$ cat src/rtl/pipe_slice.sv
// rtl/pipe_slice.sv - elastic valid/ready register slice with flush and registered s_ready
//
// Purpose: carries an opaque DATA_W-bit payload between pipeline stages through
// DEPTH entries of buffering. s_ready and m_valid/m_data are functions of registered
// state (plus rst/flush for s_ready), so no combinational path runs m_ready -> s_ready.
//
// Ports:
//   clk      in   clock, all state on rising edge
//   rst      in   synchronous active-high reset
//   flush    in   drop all buffered entries and any input offered this cycle
//   s_valid  in   upstream payload valid
//   s_ready  out  slice can accept (count < DEPTH, not in rst/flush)
//   s_data   in   upstream payload
//   m_valid  out  payload available downstream (count != 0)
//   m_ready  in   downstream accepts
//   m_data   out  head-of-buffer payload (stale entry when empty)
//   count    out  number of occupied entries
//
// Optional (macro PIPE_SLICE_PERF_EN): perf_beats, perf_stall, perf_full 32-bit
// wrapping event counters, cleared by rst only.

module pipe_slice #(
  parameter int                DATA_W    = 32,
  parameter int                DEPTH     = 2,
  parameter logic [DATA_W-1:0] RESET_VAL = '0
) (
  input  logic                       clk,
  input  logic                       rst,
  input  logic                       flush,
  input  logic                       s_valid,
  output logic                       s_ready,
  input  logic [DATA_W-1:0]          s_data,
  output logic                       m_valid,
  input  logic                       m_ready,
  output logic [DATA_W-1:0]          m_data,
  output logic [$clog2(DEPTH+1)-1:0] count
`ifdef PIPE_SLICE_PERF_EN
  ,
  output logic [31:0]                perf_beats,
  output logic [31:0]                perf_stall,
  output logic [31:0]                perf_full
`endif
);

  localparam int CW = $clog2(DEPTH + 1);
  // A single-entry slice still needs a 1-bit pointer to have a legal vector.
  localparam int PW = (DEPTH > 1) ? $clog2(DEPTH) : 1;
  localparam logic [CW-1:0] FULL_CNT = CW'(DEPTH);
  localparam logic [PW-1:0] LAST_PTR = PW'(DEPTH - 1);

  logic [DATA_W-1:0] mem_q [DEPTH];
  logic [PW-1:0]     wr_q, wr_d;
  logic [PW-1:0]     rd_q, rd_d;
  logic [CW-1:0]     count_q, count_d;
  logic              push, pop;

  // Explicit wrap at DEPTH-1 keeps non-power-of-two depths correct.
  function automatic logic [PW-1:0] ptr_inc(input logic [PW-1:0] p);
    return (p == LAST_PTR) ? '0 : p + 1'b1;
  endfunction

  // A full slice refuses input even when a pop happens this cycle; that is what
  // keeps m_ready out of the s_ready cone.
  assign s_ready = !rst && !flush && (count_q < FULL_CNT);
  assign m_valid = (count_q != '0);
  assign m_data  = mem_q[rd_q];
  assign count   = count_q;

  assign push = s_valid && s_ready;
  assign pop  = m_valid && m_ready;

  always_comb begin
    wr_d    = wr_q;
    rd_d    = rd_q;
    count_d = count_q;
    if (flush) begin
      // A pop in the flush cycle was already delivered downstream; everything
      // left behind is dropped. Storage is left as-is.
      wr_d    = '0;
      rd_d    = '0;
      count_d = '0;
    end else begin
      if (push) wr_d = ptr_inc(wr_q);
      if (pop)  rd_d = ptr_inc(rd_q);
      case ({push, pop})
        2'b10:   count_d = count_q + 1'b1;
        2'b01:   count_d = count_q - 1'b1;
        default: count_d = count_q;
      endcase
    end
  end

  always_ff @(posedge clk) begin
    if (rst) begin
      wr_q    <= '0;
      rd_q    <= '0;
      count_q <= '0;
      for (int i = 0; i < DEPTH; i++) mem_q[i] <= RESET_VAL;
    end else begin
      wr_q    <= wr_d;
      rd_q    <= rd_d;
      count_q <= count_d;
      if (push) mem_q[wr_q] <= s_data;
    end
  end

`ifdef PIPE_SLICE_PERF_EN
  logic [31:0] perf_beats_q, perf_stall_q, perf_full_q;

  // Flush does not clear these; a pop during flush still counts as a beat.
  always_ff @(posedge clk) begin
    if (rst) begin
      perf_beats_q <= '0;
      perf_stall_q <= '0;
      perf_full_q  <= '0;
    end else begin
      if (pop)                           perf_beats_q <= perf_beats_q + 32'd1;
      if (m_valid && !m_ready)           perf_stall_q <= perf_stall_q + 32'd1;
      if (s_valid && !s_ready && !flush) perf_full_q  <= perf_full_q + 32'd1;
    end
  end

  assign perf_beats = perf_beats_q;
  assign perf_stall = perf_stall_q;
  assign perf_full  = perf_full_q;
`endif

endmodule

$ cat config.mk
export PLATFORM = sky130hd
export DESIGN_NAME = pipe_slice
export DESIGN_NICKNAME = d
export VERILOG_FILES = /design/src/rtl/pipe_slice.sv
export SDC_FILE = /design/constraint.sdc
export NUM_CORES = 1
export LEC_CHECK = 0
export ABC_AREA = 1
export BUFFER_PORTS_ARGS = -buffer_cell sky130_fd_sc_hd__buf_4
export CORE_UTILIZATION = 30
export CTS_BUF_LIST = sky130_fd_sc_hd__clkbuf_4 sky130_fd_sc_hd__clkbuf_8
export DETAILED_ROUTE_END_ITERATION = 10
export PLACE_DENSITY_LB_ADDON = 0.1
export SETUP_SLACK_MARGIN = 0.05
export SLEW_MARGIN = 0
export SYNTH_ARGS = -nofsm -noshare
export SYNTH_HDL_FRONTEND = slang
export SYNTH_SLANG_ARGS = --single-unit
$ cat constraint.sdc
create_clock -name clk -period 4 [get_ports clk]
set_input_delay 0.8 -clock clk [delete_from_list [all_inputs] [get_ports clk]]
set_output_delay 0.8 -clock clk [all_outputs]
set_load 0.005 [all_outputs]
=== After elaboration in Yosys (flattened, before gate mapping) ===
Memories as Yosys holds them, arrays and structs flattened. A register that Yosys moved wholly into a read port is not among the register bits.
Cells that the tools add are included.

* Memories kept: 1
* Bits of input ports: 37
* Register bits: 4
* Memory bits (writable): 64

* Add/sub/neg operators: 4
* Muxes and demuxes: 13
* Equality and inequality tests: 2
* Magnitude comparators: 1
* Reductions and logical operators: 10

{| class="wikitable"
|+ Memory list
! name !! words !! width !! rd ports !! clocked after Yosys merged registers in !! wr ports !! line !! RTL
|-
| mem_q || 2 || 32 || 1 || 1 || 2 || 51 || <nowiki>logic [DATA_W-1:0] mem_q [DEPTH];</nowiki>
|}

{| class="wikitable"
|+ Operator list
! cell !! number
|-
| 32-bit two-way mux || 1
|-
| 32-bit OR reduction || 1
|-
| 1-bit two-way mux || 11
|-
| 1-bit logical AND || 4
|-
| 2-bit one-hot mux with 2 select lines || 1
|-
| 2-bit nonzero test || 2
|-
| 1-bit adder, second input constant || 2
|-
| 2-bit by 1-bit adder with 2-bit output, second input constant || 1
|-
| 2-bit by 1-bit equality test with 1-bit output, second input constant || 1
|-
| 2-bit equality test, second input constant || 1
|-
| 1-bit logical NOT || 2
|-
| 2-bit less-than comparator, second input constant || 1
|-
| 2-bit OR reduction || 1
|-
| 2-bit by 1-bit subtractor with 2-bit output, second input constant || 1
|}

=== Longest topological paths before layout ===
Gate-level depths: netlist of the first run.

* Depth in word-level cells: 9
* Depth in mapped cells: 10
* Gate-level depth less buffers: 10

=== Worst setup path after synthesis of the first run ===
Ideal clock, no wire load.

* Path kind: input port to flip-flop
* Start point: in flush
* End point: mem mem_q[0][0] (enable)
* Arrival: 2.072 ns
* Setup time: 0.389 ns
* Path buffers: 1
* Path slack: 1.539 ns
* Data required time: 3.611 ns
* Cell stages on the path: 6
* Cells stage by stage: nor2_4 > inv_2 > nor2_4 > nand3_4 > buf_6 > nand2_1

{| class="wikitable"
|+ RTL lines
! element !! line !! RTL
|-
| start, declared || 29 || <nowiki>input logic flush,</nowiki>
|-
| end, declared || 51 ||
|}

==> results_dict.tcl, run 1 <==
set metrics [dict create \
    maxCapViolCount 0 \
    rsz0062_at_grt "no" \
    fin_hold_ws_ns 0.520 \
    setup-tns-final_ns 0 \
    drive_gt1_share_pct 41.5 \
    ys_types 21 \
    vias 1890 \
    synth_nets 282 \
    dp_hpwl_um 3630 \
    relSlewSlack_pct 42.8 \
    synth_seq_cells 69 \
    start_kind "flop" \
    row_count 36 \
    synthArstFlopShare_pct 0 \
    syn_area_per_cell_um2 12.5 \
    dieArea_um2 10500 \
    min_path_type "flop to flop" \
    ant_nets 0 \
    diodes 0 \
    wl_per_cell_um 12.9 \
    power_frac_seq_pct 52.7 \
    cts_root_buf "clkbuf_8" \
    path_max_fanout 32 \
    drtPass1Iterations 4 \
    crit_type "flop to output port" \
    fin_total_pwr_mw 1.58 \
    worstRegToRegCells 4 \
    worst_pin_slew_ns 0.856 \
    place.port_buffers 72 \
    grt_overflow 0 \
    p_sw_share_pct 21.3 \
    yosysWarnings 0 \
    start_util_pct 31.0 \
    p_leak_nw 1.71 \
    hold_viol_final 0 \
    drv_slew 0 \
    holdBufCountCts 0 \
    yosysSeqAreaShare_pct 66.5 \
    htree_levels 3 \
    fp.dieW_um 103 \
    routed_wl_um 5870 \
    p_switching_uw 337 \
    numCtsBuffers 9 \
    ioPinCount 73 \
    grt_pass1_vias 1948 \
    dieHeight_um 103 \
    stdcell_count 456 \
    max_clock_freq_mhz 386 \
    min_period_over_period_pct 64.7 \
    grt_max_degree 35 \
    clk_latency_ns 0.34 \
    pwr_density_cell_nw_per_um2 405 \
    final-setup-viol-count 0 \
    cts_tree "done" \
    synth_area_um2 3040 \
    nets 356 \
    place.gp.congestion 0.746 \
    fin_crit_ns 2.59 \
    clk_path_buf_depth 2 \
    cts_setup_buffers 0 \
    vias_per_cell 4.14 \
    skew_ns 0.00510 \
    ir_worst_vdd_mv 0.143 \
    status "complete, no violations" \
    cp-end-kind "output port" \
    synth_edf_count 64 \
    cp_data_required_time_ns 3.20 \
    area_growth_syn_to_layout_pct 28.3 \
    worstHoldPathCells 2 \
    antenna_found_initial 0 \
    grt_pass1_wl_um 9310 \
    synthCells 244 \
    clk_pin_slew_ns 0.07 \
    post-route-util_pct 39.7 \
    initialDrtViolationCount 40 \
    p_int_mw 1.24 \
    grt_usage_pct 12.2 \
    power_frac_clock_pct 38.6 \
    cts_sinks 69 \
    coreArea_um2 9820 \
    comb_power_share_pct 8.7 \
    synth_ff_type "edfxtp_1" \
    dp_cells 440 \
    cts_resized 0 \
    cp.arrival_ns 1.79 \
    drc_errors 0 \
]
[state kept, by name, summed over array words and instances (netlist names), named ones only]
register	count
count	2
rd_q	1
mem_q	64
wr_q	1
[kinds of logic (layout without fill, tap and decap cells)]
family,after synthesis,after routing,share of synthesized area [%]
flops,69,69,66.5
fa+ha+maj,1,1,0.411
compound gates,3,3,0.494
simple gates,88,88,13.2
buf+inv,51,130,7.53
mux,32,32,11.9
[power by group through the flow]
stage	clock network, mW	registers (mW)	logic (mW)
CTS	0.628	0.833	0.142
finish	0.611	0.833	0.138
detailed placement	0	0.850	0.141
global placement	0	0.849	0.141
floorplan	0	0.845	0.0648
global route	0.653	0.836	0.155
[layout by cell type (no fill, tap or decap), types with 2 or more instances in the layout]
master	n
inv_1	40
bufinv_16	2
nor2_1	62
nand2_2	2
nor2_2	9
mux2_2	28
dfxtp_1	4
o21ai_0	2
clkinv_2	2
mux2_1	4
edfxtp_1	64
clkbuf_8	9
buf_4	73
nand2_1	8
nor2_4	3
[critical path, cell delays in order, from the launching register on]
cell     delay [ns]
dfxtp_2        0.87
mux2_2         0.44
buf_4          0.14
[stage by stage]
step | worst slack (ns) | instance area (um2)
floorplan | 1.54 | 3040
detailed placement | 1.07 | 3690
CTS | 1.35 | 3900
global placement | 1.15 | 3690
finish | 1.41 | 3900
global route | 1.29 | 3900
[Yosys cell counts (2+ instances only)]
| cell | count | share of area [%] |
|---|---|---|
| mux2_2 | 28 | 10 |
| nor2_2 | 9 | 1.9 |
| nand2_1 | 10 | 1.2 |
| buf_6 | 3 | 1.1 |
| edfxtp_1 | 64 | 63 |
| nor2_4 | 3 | 1.1 |
| mux2_1 | 4 | 1.5 |
| inv_1 | 40 | 4.9 |
| buf_2 | 3 | 0.49 |
| dfxtp_1 | 5 | 3.3 |
| buf_4 | 3 | 0.74 |
| nor2_1 | 62 | 7.7 |
| o21ai_0 | 2 | 0.33 |
[final cells by class]
type                            instances  area [um2]
Clock buffer                            9         124
Clock inverter                          7        90.1
Fill cell                             996        5920
Inverter                               41         154
Multi-Input combinational cell        124         795
Sequential cell                        69        2020
Tap cell                              133         166
Timing Repair Buffer                   73         548
[layer usage]
metal / routed length, um / GRT usage [%] / vias up
li1: - / - / 941
met1: 2500 / 13.7 / 886
met2: 2880 / 20.5 / 55
met3: 409 / 5.69 / 8
met4: 83 / 3.96 / 0
met5: 0 / 0 / -
[path summary, 6_finish.rpt]
check	from	endpoint	slack (ns)
max reg2reg	count[1]	mem_q[1][27]	1.89
max	flop	m_data[21]	1.41
min reg2reg	rd_q	flop	0.52
min	rd_q	flop	0.52
(Power assumes the default switching activity.)
==> inputs of run 2 (changes only) <==
Clock period 4 ns to 2.69 ns, I/O delays scaled along.
==> results_dict.tcl, run 2 (synthesis results as in run 1) <==
set metrics [dict create \
    grt_overflow 0 \
    drive_gt1_share_pct 42.5 \
    power_frac_seq_pct 55.4 \
    worstHoldPathCells 4 \
    path_cells "buf_12 -> mux2_2 -> buf_4" \
    relSlewSlack_pct 62.2 \
    r2r_start "count[1]" \
    vias 1902 \
    stdcell_count 460 \
    cp-end-kind "output port" \
    maxCapViolCount 0 \
    coreArea_um2 9820 \
    p_leak_nw 1.73 \
    nets 360 \
    fp.dieW_um 103 \
    vias_per_cell 4.13 \
    fin_ws_ns 0.419 \
    dp_cells 444 \
    slowest_delay_ns 0.69 \
    place.port_buffers 72 \
    status "complete, no violations" \
    p_sw_share_pct 21.4 \
    ir_worst_vdd_mv 0.218 \
    mostFrequentLayoutCells "buf_4 (75), edfxtp_1 (64), nor2_1 (62)" \
    crit_type "flop to output port" \
    dp_hpwl_um 3780 \
    fin_total_pwr_mw 2.23 \
    largest_reg_flops 64 \
    preCtsSetupSlack_ns 0.719 \
    grt_pass1_vias 1933 \
    comb_power_share_pct 9.5 \
    fin_hold_ws_ns 0.484 \
    skew_ns 0.0111 \
    diodes 0 \
    cts_root_buf "clkbuf_8" \
    clk_latency_ns 0.33 \
    post-route-util_pct 40.0 \
    area_growth_syn_to_layout_pct 29.1 \
    worstReg2RegEnd "mem_q[1][11]" \
    dieArea_um2 10500 \
    min_period_over_period_pct 84.4 \
    ioPinCount 73 \
    final_common_cell "buf_4" \
    ant_nets 0 \
    row_count 36 \
    crit_slowest_cell "dfxtp_2" \
    drtPass1Iterations 3 \
    min_path_type "primary input to flop" \
    final_area_um2 3930 \
    worst_pin_slew_ns 0.567 \
    final-setup-viol-count 0 \
    holdBufCountCts 0 \
    numCtsBuffers 9 \
    fin_crit_ns 2.27 \
    start_kind "flop" \
    hold_viol_final 0 \
    routed_wl_um 6070 \
    placed_cell_area_um2 3740 \
    worst-r2r-setup-slack_ns 1.18 \
    wl_per_cell_um 13.2 \
    pwr_density_cell_nw_per_um2 568 \
    drc_errors 0 \
    grt_max_degree 34 \
    cp.arrival_ns 1.73 \
    antenna_found_initial 0 \
    hp-start "flush" \
    p_switching_uw 478 \
    grt_pass1_wl_um 9380 \
    power_frac_clock_pct 35.1 \
    clk_pin_slew_ns 0.07 \
    worstRegToRegCells 4 \
    initialDrtViolationCount 47 \
    cts_resized 0 \
    crit_buf_inv 2 \
    regMostFlops "mem_q" \
    place.gp.congestion 0.723 \
    drv_slew 0 \
    start_util_pct 31.0 \
    dieHeight_um 103 \
    cp_data_required_time_ns 2.15 \
    path_max_fanout 20 \
    crit_family "flip-flops" \
    grt_usage_pct 12.3 \
    max_clock_freq_mhz 440 \
    cts_tree "done" \
    clk_path_buf_depth 2 \
    cts_sinks 69 \
    rsz0062_at_grt "no" \
    cts_setup_buffers 0 \
    setup-tns-final_ns 0 \
    htree_levels 3 \
    hold-path-endpoint "count[1]" \
    p_int_mw 1.75 \
]
run 2: changes by cell type in the layout (fill, tap and decap cells not counted):
cell        delta
clkinv_4       -1
clkbuf_4       +3
clkbuf_8       +2
buf_12         +2
clkinvlp_4     -1
clkinv_1       -1
buf_4          +2
bufinv_16      -2
run 2: worst max path at each step:
| stage | slack (ns) | endpoint | cells after the start | start |
|---|---|---|---|---|
| after global placement | 0.71 | m_data[6] | 3 | flop |
| after CTS | 0.35 | m_data[6] | 3 | flop |
| after global routing | 0.33 | m_data[17] | 3 | flop |
| after detailed placement | 0.72 | m_data[6] | 3 | flop |
| after floorplan | 0.49 | mem_q[0][0] | 6 | flush |
| final | 0.42 | m_data[6] | 3 | flop |
run 2: power groups by stage:
stage	clock, mW	combinational (mW)	sequential, mW
final	0.782	0.212	1.24
after global routing	0.848	0.238	1.24
after CTS	0.805	0.219	1.24
after detailed placement	0	0.218	1.26
after global placement	0	0.218	1.26
after floorplan	0	0.0964	1.26
run 2: tightest hold or removal path, cell delays in order:
cell and delay [ns]:
buf_4 0.09, nor2_4 0.05, nand2_1 0.06, nor2_1 0.04
run 2: cell type report:
class	instances	area, um2
clock buffers	14	174
well taps	133	166
flip-flops and latches	69	2020
repair buffers	77	603
multi-input cells	124	795
inverters	41	154
clock inverters	2	10.0
fillers	1007	5890
run 2: metal layers:
| layer | track usage [%] | vias to the layer above | wire (um) |
|---|---|---|---|
| met5 | 0 | - | 0 |
| met4 | 5.60 | 0 | 106 |
| met3 | 2.92 | 8 | 283 |
| met2 | 20.5 | 44 | 2960 |
| met1 | 15.1 | 902 | 2720 |
| li1 | - | 948 | - |
==> inputs of run 3 (changes only) <==
Clock period 2.69 ns to 2 ns, I/O delays scaled along.
==> results_dict.tcl, run 3 (synthesis results as in run 1) <==
set metrics [dict create \
    vias 1896 \
    fillers 1006 \
    maxCapViolCount 0 \
    pwr_density_cell_nw_per_um2 743 \
    initialDrtViolationCount 72 \
    p_leak_nw 1.73 \
    dieHeight_um 103 \
    final-setup-viol-count 0 \
    crit_type "flop to output port" \
    vias_per_cell 4.10 \
    wl_per_cell_um 13.6 \
    clk_path_buf_depth 2 \
    crit_buf_inv 2 \
    min_period_over_period_pct 92.0 \
    r2r_start "count[1]" \
    grt_pass1_vias 1840 \
    final_common_cell "buf_4" \
    cts_setup_buffers 0 \
    start_util_pct 31.0 \
    worst_pin_slew_ns 0.451 \
    fin_ws_ns 0.160 \
    place.gp.congestion 0.708 \
    post-route-util_pct 40.1 \
    grt_overflow 0 \
    dieArea_um2 10500 \
    fin_total_pwr_mw 2.93 \
    grt_usage_pct 12.6 \
    path_cells "buf_12 -> mux2_2 -> buf_4" \
    max_clock_freq_mhz 544 \
    fin_crit_ns 1.84 \
    slowest_delay_ns 0.42 \
    hold_viol_final 0 \
    crit_slowest_cell "dfxtp_4" \
    drc_errors 0 \
    hp-start "flush" \
    setup-tns-final_ns 0 \
    diodes 0 \
    grt_max_degree 34 \
    drtPass1Iterations 4 \
    cp-end-kind "output port" \
    path_max_fanout 14 \
    grt_pass1_wl_um 9490 \
    routed_wl_um 6290 \
    drive_gt1_share_pct 43.0 \
    skew_ns 0.00568 \
    area_growth_syn_to_layout_pct 29.5 \
    mostFrequentLayoutCells "buf_4 (78), edfxtp_1 (64), nor2_1 (62)" \
    antenna_found_initial 0 \
    dp_hpwl_um 3950 \
    start_kind "flop" \
    preCtsSetupSlack_ns 0.385 \
    status "complete, no violations" \
    clk_pin_slew_ns 0.07 \
    cts_root_buf "clkbuf_8" \
    clk_latency_ns 0.33 \
    ant_nets 0 \
    cp_data_required_time_ns 1.60 \
    min_path_type "primary input to flop" \
    nets 363 \
    relSlewSlack_pct 69.9 \
    stdcell_count 463 \
    ioPinCount 73 \
    cts_sinks 69 \
    cp.arrival_ns 1.44 \
    crit_family "flip-flops" \
    drv_slew 0 \
    numCtsBuffers 9 \
    dp_cells 446 \
    largest_reg_flops 64 \
    row_count 36 \
    htree_levels 3 \
    fp.dieW_um 103 \
    coreArea_um2 9820 \
    place.port_buffers 72 \
    regMostFlops "mem_q" \
    cts_tree "done" \
    rsz0062_at_grt "no" \
    ir_worst_vdd_mv 0.260 \
]
## run 3: cell types whose count changed in the layout (fill, tap and decap cells not counted), sizes merged
cell / delta
clkbuf: -2
clkinv: +2
clkinvlp: +1
buf: +2
## run 3: what timing repair did
item                                    CTS  global route
gates resized for setup                   0             1
hold buffers                              0             0
pin swaps                                 0             0
cloned                                    0             1
endpoints found under the setup margin    1            27
## run 3: worst paths after layout
kind	depth (start not counted)	slack, ns	end
min reg2reg	2	0.50	rd_q
max	3	0.16	m_data[31]
max reg2reg	10	0.51	count[1]
min	4	0.37	wr_q
## run 3: layout make-up
class	instances	area, um2	share of cell area (%)
multi-input combinational	124	795	20.2
sequential	69	2030	51.4
clock buffer	11	139	3.53
clock inverter	5	27.5	0.699
inverter	41	154	3.91
tap	133	166	4.23
timing repair buffer	80	631	16.0
## run 3: worst reg2reg max path: stages, from the launching register on
cell and delay (ns):
dfxtp_1 0.45, inv_1 0.12, nand2_1 0.10, nand2_1 0.07, inv_1 0.08, ha_1 0.25
inv_1 0.08, nand2_1 0.05, nor2_1 0.08, nor2_1 0.04, nor2_1 0.11
## run 3: stage by stage
step | cell area (um2) | hold slack [ns]
after floorplan | 3050 | 0.465
after global placement | 3740 | 0.479
after detailed placement | 3740 | 0.487
after CTS | 3910 | 0.339
after global routing | 3940 | 0.367
final | 3940 | 0.365
## run 3: power breakdown
group / internal (mW) / total (mW) / switching [mW]
logic: 0.155 / 0.289 / 0.134
clock network: 0.469 / 0.975 / 0.506
registers: 1.64 / 1.66 / 0.0180
## run 3: per-layer routing
layer	global-route usage (%)	part of all wire, %
met1	16.3	46
met2	20.1	49
met3	2.58	4.1
met4	6.59	1.7
met5	0	0
